## src/rtl/hazard_pkg.sv

```systemverilog
// hazard_pkg: shared types and constants for the pipeline hazard controller.
//   hazard_state_e : MDU sequencing FSM state (RUN, BUSY)
//   FWD_*          : execute-stage operand forwarding select encodings
package hazard_pkg;

  typedef enum logic [0:0] {
    RUN  = 1'b0,
    BUSY = 1'b1
  } hazard_state_e;

  localparam logic [1:0] FWD_RF  = 2'b00;  // operand from register file
  localparam logic [1:0] FWD_WB  = 2'b01;  // operand from IW result
  localparam logic [1:0] FWD_MEM = 2'b10;  // operand from IM ALU result

endpackage

```

## src/rtl/hazard_fwd_unit.sv

```systemverilog
// hazard_fwd_unit: combinational forwarding select for one IE source operand.
// Ports:
//   i_rs_e        source register index of the operand in IE
//   i_rd_m/_w     destination register indices in IM / IW
//   i_regwrite_m  IM writes the register file
//   i_regwrite_w  IW writes the register file
//   o_fwd         FWD_MEM, FWD_WB or FWD_RF
module hazard_fwd_unit
  import hazard_pkg::*;
#(
  parameter int REG_IDX_WIDTH = 5
) (
  input  logic [REG_IDX_WIDTH-1:0] i_rs_e,
  input  logic [REG_IDX_WIDTH-1:0] i_rd_m,
  input  logic [REG_IDX_WIDTH-1:0] i_rd_w,
  input  logic                     i_regwrite_m,
  input  logic                     i_regwrite_w,
  output logic [1:0]               o_fwd
);

  // x0 is never forwarded; IM is younger than IW, so it wins.
  always_comb begin
    o_fwd = FWD_RF;
    if (i_regwrite_m && (i_rd_m != '0) && (i_rd_m == i_rs_e)) begin
      o_fwd = FWD_MEM;
    end else if (i_regwrite_w && (i_rd_w != '0) && (i_rd_w == i_rs_e)) begin
      o_fwd = FWD_WB;
    end
  end

endmodule

```

## src/rtl/hazard_ctrl.sv

```systemverilog
// hazard_ctrl: pipeline hazard controller for the five-stage core.
// Generates stall/flush strobes for PC, IF/ID, ID/IE, IE/IM, the IE operand
// forwarding selects, and sequences the multi-cycle MDU (start/done with
// timeout abort and a sticky error flag).
// Ports:
//   clk, rst                 core clock, asynchronous active-low reset
//   i_RS1_D/i_RS2_D          ID source registers
//   i_RS1_E/i_RS2_E/i_Rd_E   IE source/destination registers
//   i_Rd_M/i_Rd_W            IM/IW destination registers
//   i_RegWrite_M/_W          IM/IW register write enables
//   i_Load_E, i_PCSrc_E      IE load, IE taken branch/jump
//   i_MulDiv_E, i_MDU_Done   IE MDU op, MDU result valid pulse
//   o_Stall*/o_Flush*        pipeline hold/clear strobes
//   o_ForwardA_E/B_E         operand selects (00 RF, 01 IW, 10 IM)
//   o_MDU_Start, o_MDU_Err   MDU start pulse, sticky timeout flag
//   o_StallCnt, o_FlushCnt   saturating perf counters
// Optional feature: define HAZARD_PERF_CNT_EN to build the perf counters;
// otherwise both counter outputs are tied to zero.
//
// MDU FSM:
//   state | meaning
//   RUN   | no MDU op in flight; issues start when an MDU op reaches IE
//   BUSY  | waiting for i_MDU_Done; pipeline held, timer running
module hazard_ctrl
  import hazard_pkg::*;
#(
  parameter int REG_IDX_WIDTH = 5,
  parameter int MDU_TIMEOUT   = 64,
  parameter int CNT_WIDTH     = 32
) (
  input  logic                     clk,
  input  logic                     rst,
  input  logic [REG_IDX_WIDTH-1:0] i_RS1_D,
  input  logic [REG_IDX_WIDTH-1:0] i_RS2_D,
  input  logic [REG_IDX_WIDTH-1:0] i_RS1_E,
  input  logic [REG_IDX_WIDTH-1:0] i_RS2_E,
  input  logic [REG_IDX_WIDTH-1:0] i_Rd_E,
  input  logic [REG_IDX_WIDTH-1:0] i_Rd_M,
  input  logic [REG_IDX_WIDTH-1:0] i_Rd_W,
  input  logic                     i_RegWrite_M,
  input  logic                     i_RegWrite_W,
  input  logic                     i_Load_E,
  input  logic                     i_PCSrc_E,
  input  logic                     i_MulDiv_E,
  input  logic                     i_MDU_Done,
  output logic                     o_StallF,
  output logic                     o_StallD,
  output logic                     o_StallE,
  output logic                     o_FlushD,
  output logic                     o_FlushE,
  output logic                     o_FlushM,
  output logic [1:0]               o_ForwardA_E,
  output logic [1:0]               o_ForwardB_E,
  output logic                     o_MDU_Start,
  output logic                     o_MDU_Err,
  output logic [CNT_WIDTH-1:0]     o_StallCnt,
  output logic [CNT_WIDTH-1:0]     o_FlushCnt
);

  localparam int              TMR_W    = $clog2(MDU_TIMEOUT);
  localparam logic [TMR_W-1:0] TMR_LAST = TMR_W'(MDU_TIMEOUT - 1);

  hazard_state_e    state_q, state_d;
  logic [TMR_W-1:0] tmr_q, tmr_d;
  logic             err_q, err_d;
  logic             mdu_start;
  logic             mdu_stall;
  logic             lw_stall;

  hazard_fwd_unit #(.REG_IDX_WIDTH(REG_IDX_WIDTH)) u_fwd_a (
    .i_rs_e       (i_RS1_E),
    .i_rd_m       (i_Rd_M),
    .i_rd_w       (i_Rd_W),
    .i_regwrite_m (i_RegWrite_M),
    .i_regwrite_w (i_RegWrite_W),
    .o_fwd        (o_ForwardA_E)
  );

  hazard_fwd_unit #(.REG_IDX_WIDTH(REG_IDX_WIDTH)) u_fwd_b (
    .i_rs_e       (i_RS2_E),
    .i_rd_m       (i_Rd_M),
    .i_rd_w       (i_Rd_W),
    .i_regwrite_m (i_RegWrite_M),
    .i_regwrite_w (i_RegWrite_W),
    .o_fwd        (o_ForwardB_E)
  );

  assign lw_stall = i_Load_E && (i_Rd_E != '0) &&
                    ((i_Rd_E == i_RS1_D) || (i_Rd_E == i_RS2_D));

  // A taken branch in IE squashes the MDU op, so no start is issued for it.
  // Done in the start cycle is ignored because the FSM is still in RUN.
  always_comb begin
    state_d   = state_q;
    tmr_d     = tmr_q;
    err_d     = err_q;
    mdu_start = 1'b0;
    mdu_stall = 1'b0;
    case (state_q)
      RUN: begin
        if (i_MulDiv_E && !i_PCSrc_E) begin
          mdu_start = 1'b1;
          mdu_stall = 1'b1;
          tmr_d     = '0;
          state_d   = BUSY;
        end
      end
      BUSY: begin
        if (i_MDU_Done) begin
          state_d = RUN;
        end else if (tmr_q == TMR_LAST) begin
          // Abort: release the op so the pipeline cannot deadlock.
          err_d   = 1'b1;
          state_d = RUN;
        end else begin
          mdu_stall = 1'b1;
          tmr_d     = tmr_q + TMR_W'(1);
        end
      end
      default: state_d = RUN;
    endcase
  end

  always_ff @(posedge clk or negedge rst) begin
    if (!rst) begin
      state_q <= RUN;
      tmr_q   <= '0;
      err_q   <= 1'b0;
    end else begin
      state_q <= state_d;
      tmr_q   <= tmr_d;
      err_q   <= err_d;
    end
  end

  // While the MDU holds IE, IF..IE freeze and a bubble goes into IM.
  always_comb begin
    o_StallF = 1'b0;
    o_StallD = 1'b0;
    o_StallE = 1'b0;
    o_FlushD = 1'b0;
    o_FlushE = 1'b0;
    o_FlushM = 1'b0;
    if (mdu_stall) begin
      o_StallF = 1'b1;
      o_StallD = 1'b1;
      o_StallE = 1'b1;
      o_FlushM = 1'b1;
    end else begin
      o_StallF = lw_stall;
      o_StallD = lw_stall;
      o_FlushD = i_PCSrc_E;
      o_FlushE = lw_stall || i_PCSrc_E;
    end
  end

  assign o_MDU_Start = mdu_start;
  assign o_MDU_Err   = err_q;

`ifdef HAZARD_PERF_CNT_EN
  logic [CNT_WIDTH-1:0] stall_cnt_q;
  logic [CNT_WIDTH-1:0] flush_cnt_q;

  always_ff @(posedge clk or negedge rst) begin
    if (!rst) begin
      stall_cnt_q <= '0;
      flush_cnt_q <= '0;
    end else begin
      if (o_StallF && (stall_cnt_q != '1)) begin
        stall_cnt_q <= stall_cnt_q + CNT_WIDTH'(1);
      end
      if ((o_FlushD || o_FlushE) && (flush_cnt_q != '1)) begin
        flush_cnt_q <= flush_cnt_q + CNT_WIDTH'(1);
      end
    end
  end

  assign o_StallCnt = stall_cnt_q;
  assign o_FlushCnt = flush_cnt_q;
`else
  assign o_StallCnt = '0;
  assign o_FlushCnt = '0;
`endif

endmodule

```

## config.mk

```make
export PLATFORM = sky130hd
export DESIGN_NAME = hazard_ctrl
export DESIGN_NICKNAME = d
export VERILOG_FILES = /design/src/rtl/hazard_pkg.sv /design/src/rtl/hazard_fwd_unit.sv /design/src/rtl/hazard_ctrl.sv
export SDC_FILE = /design/constraint.sdc
export NUM_CORES = 1
export LEC_CHECK = 0
export CAP_MARGIN = 20
export CELL_PAD_IN_SITES_DETAIL_PLACEMENT = 1
export CELL_PAD_IN_SITES_GLOBAL_PLACEMENT = 1
export CORE_MARGIN = 3
export CORE_UTILIZATION = 22
export DETAILED_ROUTE_END_ITERATION = 8
export HOLD_SLACK_MARGIN = 0.1
export PLACE_DENSITY_LB_ADDON = 0.25
export SLEW_MARGIN = 20
export SYNTH_ARGS = -nofsm -noshare
export SYNTH_HDL_FRONTEND = slang
export SYNTH_SLANG_ARGS = --single-unit
export TNS_END_PERCENT = 5
```

## constraint.sdc

```tcl
create_clock -name clk -period 2.5 [get_ports clk]
set_input_delay 0.25 -clock clk [delete_from_list [all_inputs] [get_ports clk]]
set_output_delay 0.25 -clock clk [all_outputs]
set_load 0.05 [all_outputs]
```

==> impl_table.tex, run 1 <==
\begin{tabular}{lr}
\hline
Metric & Value \\
\hline
\multicolumn{2}{l}{\textbf{Run status}} \\
\quad Outcome & finished clean \\
\multicolumn{2}{l}{\textbf{Logic synthesis}} \\
\quad Count of mapped cells out of synthesis & 159 \\
\quad Library cell occupying the most area in the post-synthesis netlist & buf\_4 \\
\quad Most area-consuming cells after synthesis & buf\_4 (38\%), xor2\_1 (16\%), dfrtp\_1 (15\%) \\
\quad Summed instance area of the synthesized netlist & 0.00131 mm\^{}2 \\
\quad Ys flop type & dfrtp\_1 \\
\quad Flop and latch count out of synthesis & 8 \\
\quad Seq/Total Area, Yosys & 0.152 \\
\quad Proportion of register bits with asynchronous set or reset after synthesis & 1.00 \\
\quad Share of the synthesized area in the top cell type & 0.377 \\
\quad Top cells by instance count after synthesis & buf\_4 (66), xor2\_1 (24), dfrtp\_1 (8), nor2\_1 (6), xnor2\_1 (6) \\
\quad Synth warnings & 0 \\
\quad Most repeated cell in the gate-level netlist after synthesis & buf\_4 \\
\quad Post-synthesis area per instance & 8.26 um\^{}2 \\
\quad Unique masters post-synth & 34 \\
\quad Number of synthesized flops with an enable pin & 0 \\
\multicolumn{2}{l}{\textbf{Clock network}} \\
\quad Worst-case clock buffer depth & 2 \\
\quad TritonCTS clock tree & done \\
\quad \# H-tree levels & 1 \\
\quad Worst-Skew Late Latency & 230 ps \\
\quad CTS sink count & 8 \\
\quad Clock-pin slew reported for the worst setup and hold paths after clock tree synthesis & 40 ps \\
\quad Num CTS Buffers & 3 \\
\quad CTS root buffer & clkbuf\_8 \\
\multicolumn{2}{l}{\textbf{Setup path}} \\
\quad Critical path endpoint category & output port \\
\quad Crit path DAT & 2080 ps \\
\quad Critical path required time & 2250 ps \\
\quad Category of the most critical setup path & in2out \\
\quad Maximum fanout along the worst path & 3 \\
\quad Startpoint Class & primary input \\
\multicolumn{2}{l}{\textbf{Floorplan}} \\
\quad Vertical extent of the die & 83.3 um \\
\quad Die ar. & 0.00693 mm\^{}2 \\
\quad Initial standard-cell utilization of the core & 0.233 \\
\quad Row cnt & 27 \\
\quad Die boundary width & 83.3 um \\
\quad Core footprint & 0.00564 mm\^{}2 \\
\quad Number of top-level pins & 119 \\
\multicolumn{2}{l}{\textbf{Placement}} \\
\quad Quantity of I/O buffers inserted on ports & 54 \\
\quad Routability congestion estimate & 0.758 \\
\quad Cell Area, Placed & 0.00179 mm\^{}2 \\
\quad Final HPWL DP & 3.32 mm \\
\quad Placed Cells incl. Taps & 286 \\
\multicolumn{2}{l}{\textbf{Power}} \\
\quad Largest vdd supply drop & 0.194 mV \\
\quad Power density over cell area & 457 mW/mm\^{}2 \\
\quad Pleak & 0.846 nW \\
\multicolumn{2}{l}{\textbf{Routing}} \\
\quad DRT antenna net count & 0 \\
\quad Wire per inst & 12.5 um \\
\quad Number of DRC violations after detailed routing & 0 \\
\quad Number of iterations in the first detailed-routing pass & 4 \\
\quad Vias per inst & 3.74 \\
\quad Total number of vias & 1,080 \\
\quad DRT iter0 DRCs & 10 \\
\quad Total Routed Length & 3.61 mm \\
\multicolumn{2}{l}{\textbf{Timing}} \\
\quad Crit share post-route & 0.934 \\
\quad Fmax & 0.428 GHz \\
\quad Hold violation count in the final report & 0 \\
\quad Pins Over Slew Limit & 0 \\
\quad Post-Route Skew & 0.615 ps \\
\quad Period minus WS final & 2330 ps \\
\quad Setup-failing EPs final & 0 \\
\quad Unrepaired setup endpoints after global routing & no \\
\quad Final hold slack & 307 ps \\
\multicolumn{2}{l}{\textbf{Finish}} \\
\quad Share of post-route cells with drive strength above 1 & 0.124 \\
\quad \# diodes & 0 \\
\quad Fin nets & 263 \\
\quad Summed area of non-filler cells in the final layout & 0.00183 mm\^{}2 \\
\quad Cell Count, Final, Fillers Out & 289 \\
\quad Synth-to-Final Area Change & 39.2\% \\
\multicolumn{2}{l}{\textbf{GRT}} \\
\quad Global-route congestion overflow total & 0 \\
\quad Antenna violations before repair & 0 \\
\quad Global-route wire length before repair & 5.44 mm \\
\quad Total GRT Usage & 0.0977 \\
\quad Maximum number of pins on one net before global-route repair & 9 \\
\quad Via count of the first global-routing pass & 1,060 \\
\multicolumn{2}{l}{\textbf{Hold path}} \\
\quad Hold/Removal Path Class & in2async \\
\multicolumn{2}{l}{\textbf{Job}} \\
\quad Maximum Capacitance Violations & 0 \\
\hline
\end{tabular}
-- kinds of logic (layout without fill, tap and decap cells) --
group                    count (synthesis)  in the layout  share of synthesized area
flip-flops                               8              8                      0.152
other                                    1             64                    0.00285
adder cells (fa/ha/maj)                  1              1                    0.00952
buffers and inverters                   70             65                      0.389
AO/OA/AOI/OAI                           18             18                      0.105
multiplexers                             1              1                    0.00762
XOR/XNOR                                30             30                      0.200
AND/OR/NAND/NOR                         30             30                      0.134
-- cell usage in the layout (no fill, tap or decap), drive strengths merged, types with 4 or more instances in the layout --
cell type / n
buf: 15
xor2: 24
o21ai: 5
nand2: 4
dfrtp: 8
nor4: 4
or4: 5
xnor2: 6
clkdlybuf4s50: 43
conb: 64
inv: 4
nor2: 6
-- where the power goes --
group | switching [mW] | total, mW | internal [mW]
logic | 0.352 | 0.501 | 0.149
registers | 0.0263 | 0.177 | 0.150
clock network | 0.0541 | 0.159 | 0.105
-- worst max-delay path, stage by stage --
cell             delay, ps
clkdlybuf4s50_1        470
or4_1                  560
o21ai_2                140
nor4_1                 100
nor4_2                 380
buf_12                 180
-- what timing repair did --
item | 4_1_cts | 5_1_grt
hold buffers | 0 | 0
buffers inserted | 0 | 0
resized for setup | 0 | 1
endpoints found under the setup margin | 0 | 1
-- final timing paths --
kind                            depth (start not counted)       from  slack, ps         endpoint
min in group clk                                        1  o_MDU_Err        470        o_MDU_Err
max in group asynchronous                               1        rst       1920        o_MDU_Err
worst max-delay path                                    6  i_Rd_M[0]        170  o_ForwardB_E[0]
worst min-delay path                                    1        rst        310         tmr_q[3]
worst max register to register                          6   tmr_q[0]        760         tmr_q[2]
worst min register to register                          1  o_MDU_Err        470        o_MDU_Err
-- state kept, by name, indices dropped and copies added (netlist names) --
signal     cells
tmr_q          6
o_MDU_Err      1
state_q        1
-- final cells by class --
class	count	area [um^2]
Inverter	4	15.0
Multi-Input combinational cell	144	852
Timing Repair Buffer	58	631
Clock buffer	3	41.3
Sequential cell	8	200
Tap cell	72	90.1
Fill cell	697	3810
-- per-stage QoR --
stage / worst slack, ps / utilization / power, mW / setup TNS [ps]
floorplan: -365 / - / 0.603 / -878
global placement: 169 / 0.316 / 0.675 / 0
detailed placement: 168 / 0.316 / 0.679 / 0
CTS: 146 / 0.324 / 0.841 / 0
global route: 76.9 / 0.324 / 0.886 / 0
finish: 166 / 0.324 / 0.837 / 0
-- layer usage --
layer  GRT usage  wire (um)  vias up
li1            -          -      523
met3      0.0238        291        7
met4      0.0386         80        0
met5           0          0        -
met2       0.180       1950       56
met1       0.106       1290      494
Note: power is estimated with default switching activity, not from simulation.
==> run 2, diff against run 1 <==
- GPL_ROUTABILITY_DRIVEN: default -> 0
- clock period: 2.5 -> 2.9 ns (I/O delays scaled with it)
==> run 2 against run 1 <==
Cell area is 4.5% lower. Register-to-register slack improved by 250 ps. Critical endpoint is now o_FlushE. Critical path type is now reg2out. Worst hold slack better by 38 ps. Cell count fell by 1.4%. Total power down 15%. Sequential power is 14% lower.
==> impl_table.tex, run 2 (synthesis gave the netlist of run 1 again) <==
\begin{tabular}{lr}
\hline
Metric & Value \\
\hline
\multicolumn{2}{l}{\textbf{Clock network}} \\
\quad Worst-case clock buffer depth & 2 (unchanged) \\
\quad Hold-fix buffers, CTS & 0 (unchanged) \\
\quad Post-CTS setup buffer count & 0 (unchanged) \\
\quad Worst-Skew Late Latency & 240 ps (about the same) \\
\quad CTS root buffer & clkbuf\_8 \\
\quad Clock-pin slew reported for the worst setup and hold paths after clock tree synthesis & 40 ps (about the same) \\
\quad \# H-tree levels & 1 (unchanged) \\
\quad PostCTS Resize Cnt & 0 (unchanged) \\
\quad Num CTS Buffers & 3 (unchanged) \\
\quad TritonCTS clock tree & done \\
\quad CTS sink count & 8 (unchanged) \\
\multicolumn{2}{l}{\textbf{Setup path}} \\
\quad Startpoint Class & register \\
\quad Cell with the largest stage delay on the worst path & o31ai\_1 \\
\quad Start point of the critical path & tmr\_q[0] \\
\quad Crit path DAT & 2280 ps (+200 ps) \\
\quad Critical path endpoint category & output port \\
\quad Critical path required time & 2610 ps (+360 ps) \\
\quad Category of the most critical setup path & reg2out \\
\quad Worst r2r src & tmr\_q[0] \\
\quad Maximum fanout along the worst path & 7 (+4) \\
\quad Cell chain of the critical path & ha\_1 > and3\_2 > a31oi\_2 > nor2\_1 > inv\_1 > o31ai\_1 > buf\_12 \\
\quad Critical path's largest stage delay & 400 ps (-160 ps) \\
\multicolumn{2}{l}{\textbf{Routing}} \\
\quad Wire per inst & 12.3 um (-2.0\%) \\
\quad Total Routed Length & 3.49 mm (-3.4\%) \\
\quad Number of iterations in the first detailed-routing pass & 4 (unchanged) \\
\quad Number of DRC violations after detailed routing & 0 (unchanged) \\
\quad DRT antenna net count & 0 (unchanged) \\
\quad Total number of vias & 1,066 (-1.3\%) \\
\quad DRT iter0 DRCs & 45 (+35) \\
\quad Vias per inst & 3.74 (about the same) \\
\multicolumn{2}{l}{\textbf{Finish}} \\
\quad Max FFs per register & 6 (unchanged) \\
\quad Summed area of non-filler cells in the final layout & 0.00175 mm\^{}2 (-4.5\%) \\
\quad \# diodes & 0 (unchanged) \\
\quad Commonest cells after routing, fill and taps aside & conb\_1 (64), clkdlybuf4s50\_1 (45), xor2\_1 (24), dfrtp\_1 (8) \\
\quad Synth-to-Final Area Change & 33.0\% \\
\quad Register with the most flip-flops & tmr\_q \\
\quad Cell Count, Final, Fillers Out & 285 (-1.4\%) \\
\quad Fin nets & 259 (-1.5\%) \\
\quad Commonest non-fill, non-tap cell in the layout & conb\_1 \\
\quad End-of-flow core utilization & 0.310 (-0.0146) \\
\quad Share of post-route cells with drive strength above 1 & 0.0892 (-0.0352) \\
\multicolumn{2}{l}{\textbf{Floorplan}} \\
\quad Die boundary width & 83.3 um (unchanged) \\
\quad Vertical extent of the die & 83.3 um (unchanged) \\
\quad Row cnt & 27 (unchanged) \\
\quad Number of top-level pins & 119 (unchanged) \\
\quad Initial standard-cell utilization of the core & 0.233 (unchanged) \\
\quad Die ar. & 0.00693 mm\^{}2 (unchanged) \\
\quad Core footprint & 0.00564 mm\^{}2 (unchanged) \\
\multicolumn{2}{l}{\textbf{GRT}} \\
\quad Maximum number of pins on one net before global-route repair & 9 (unchanged) \\
\quad Via count of the first global-routing pass & 1,076 (+1.5\%) \\
\quad Total GRT Usage & 0.0984 (+0.000696) \\
\quad Global-route wire length before repair & 5.55 mm (+1.9\%) \\
\quad Antenna violations before repair & 0 (unchanged) \\
\quad Global-route congestion overflow total & 0 (unchanged) \\
\multicolumn{2}{l}{\textbf{Power}} \\
\quad Power density over cell area & 405 mW/mm\^{}2 (-11\%) \\
\quad Pleak & 0.807 nW (-4.6\%) \\
\quad Total power after layout & 0.707 mW (-15\%) \\
\quad Largest vdd supply drop & 0.109 mV (-44\%) \\
\multicolumn{2}{l}{\textbf{Job}} \\
\quad Maximum Capacitance Violations & 0 (unchanged) \\
\multicolumn{2}{l}{\textbf{Timing}} \\
\quad Setup-failing EPs final & 0 (unchanged) \\
\quad Worst-Margin Slew & 501 ps \\
\quad Period minus WS final & 2570 ps \\
\quad Fmax & 0.389 GHz \\
\quad Sum Neg Setup Slack & 0 ps (unchanged) \\
\quad Crit share post-route & 0.886 \\
\quad Post-Route Skew & 5.89 ps (+5.28 ps) \\
\quad Hold violation count in the final report & 0 (unchanged) \\
\quad Pins Over Slew Limit & 0 (unchanged) \\
\quad Worst rel slew slack & 0.665 \\
\quad Unrepaired setup endpoints after global routing & no \\
\multicolumn{2}{l}{\textbf{Hold path}} \\
\quad Hold/Removal Path Class & in2async \\
\multicolumn{2}{l}{\textbf{Placement}} \\
\quad Final HPWL DP & 3.12 mm (-5.9\%) \\
\quad Cell Area, Placed & 0.00171 mm\^{}2 (-4.5\%) \\
\quad Placed Cells incl. Taps & 282 (-1.4\%) \\
\quad Quantity of I/O buffers inserted on ports & 54 (unchanged) \\
\multicolumn{2}{l}{\textbf{Run status}} \\
\quad Outcome & finished clean \\
\hline
\end{tabular}
[run 2: final cells by class]
type	instances	area [um^2]
well taps	72	90.1
flip-flops and latches	8	200
repair buffers	54	556
multi-input cells	144	845
fillers	699	3890
inverters	4	15.0
clock buffers	3	41.3
[run 2: worst paths after layout]
| check | to | slack [ps] | cells after the start |
|---|---|---|---|
| max | o_FlushE | 330 | 7 |
| min | tmr_q[3] | 340 | 1 |
| min in group clk | o_MDU_Err | 480 | 1 |
| max in group asynchronous | tmr_q[4] | 2270 | 1 |
| min reg2reg | o_MDU_Err | 480 | 1 |
| max reg2reg | tmr_q[4] | 1010 | 6 |
[run 2: worst max-delay path: cells and delay by family (launching register included)]
| family | cells | cell delay [ps] |
|---|---|---|
| buf+inv | 2 | 340 |
| flops | 1 | 380 |
| compound gates | 2 | 590 |
| simple gates | 2 | 510 |
| fa+ha+maj | 1 | 200 |
[run 2: routing by layer]
metal | vias up | GRT usage | wire length [um] | part of all wire
met4 | 0 | 0.0579 | 79 | 0.023
li1 | 513 | - | - | -
met5 | - | 0 | 0 | 0
met1 | 484 | 0.119 | 1370 | 0.39
met2 | 63 | 0.158 | 1730 | 0.49
met3 | 6 | 0.0218 | 312 | 0.089
[run 2: per-stage QoR]
stage | hold WS (ps) | setup slack (ps)
final | 345 | 331
after global routing | 378 | 106
after CTS | 357 | 317
after detailed placement | 478 | 458
after global placement | 472 | 472
after floorplan | -5.59 | -60.8
[run 2: report_power, final]
| group | total [mW] | leakage, nW | internal (mW) | switching (mW) |
|---|---|---|---|---|
| clock | 0.140 | 0.0216 | 0.0904 | 0.0492 |
| sequential | 0.153 | 0.107 | 0.130 | 0.0230 |
| combinational | 0.415 | 0.678 | 0.116 | 0.300 |
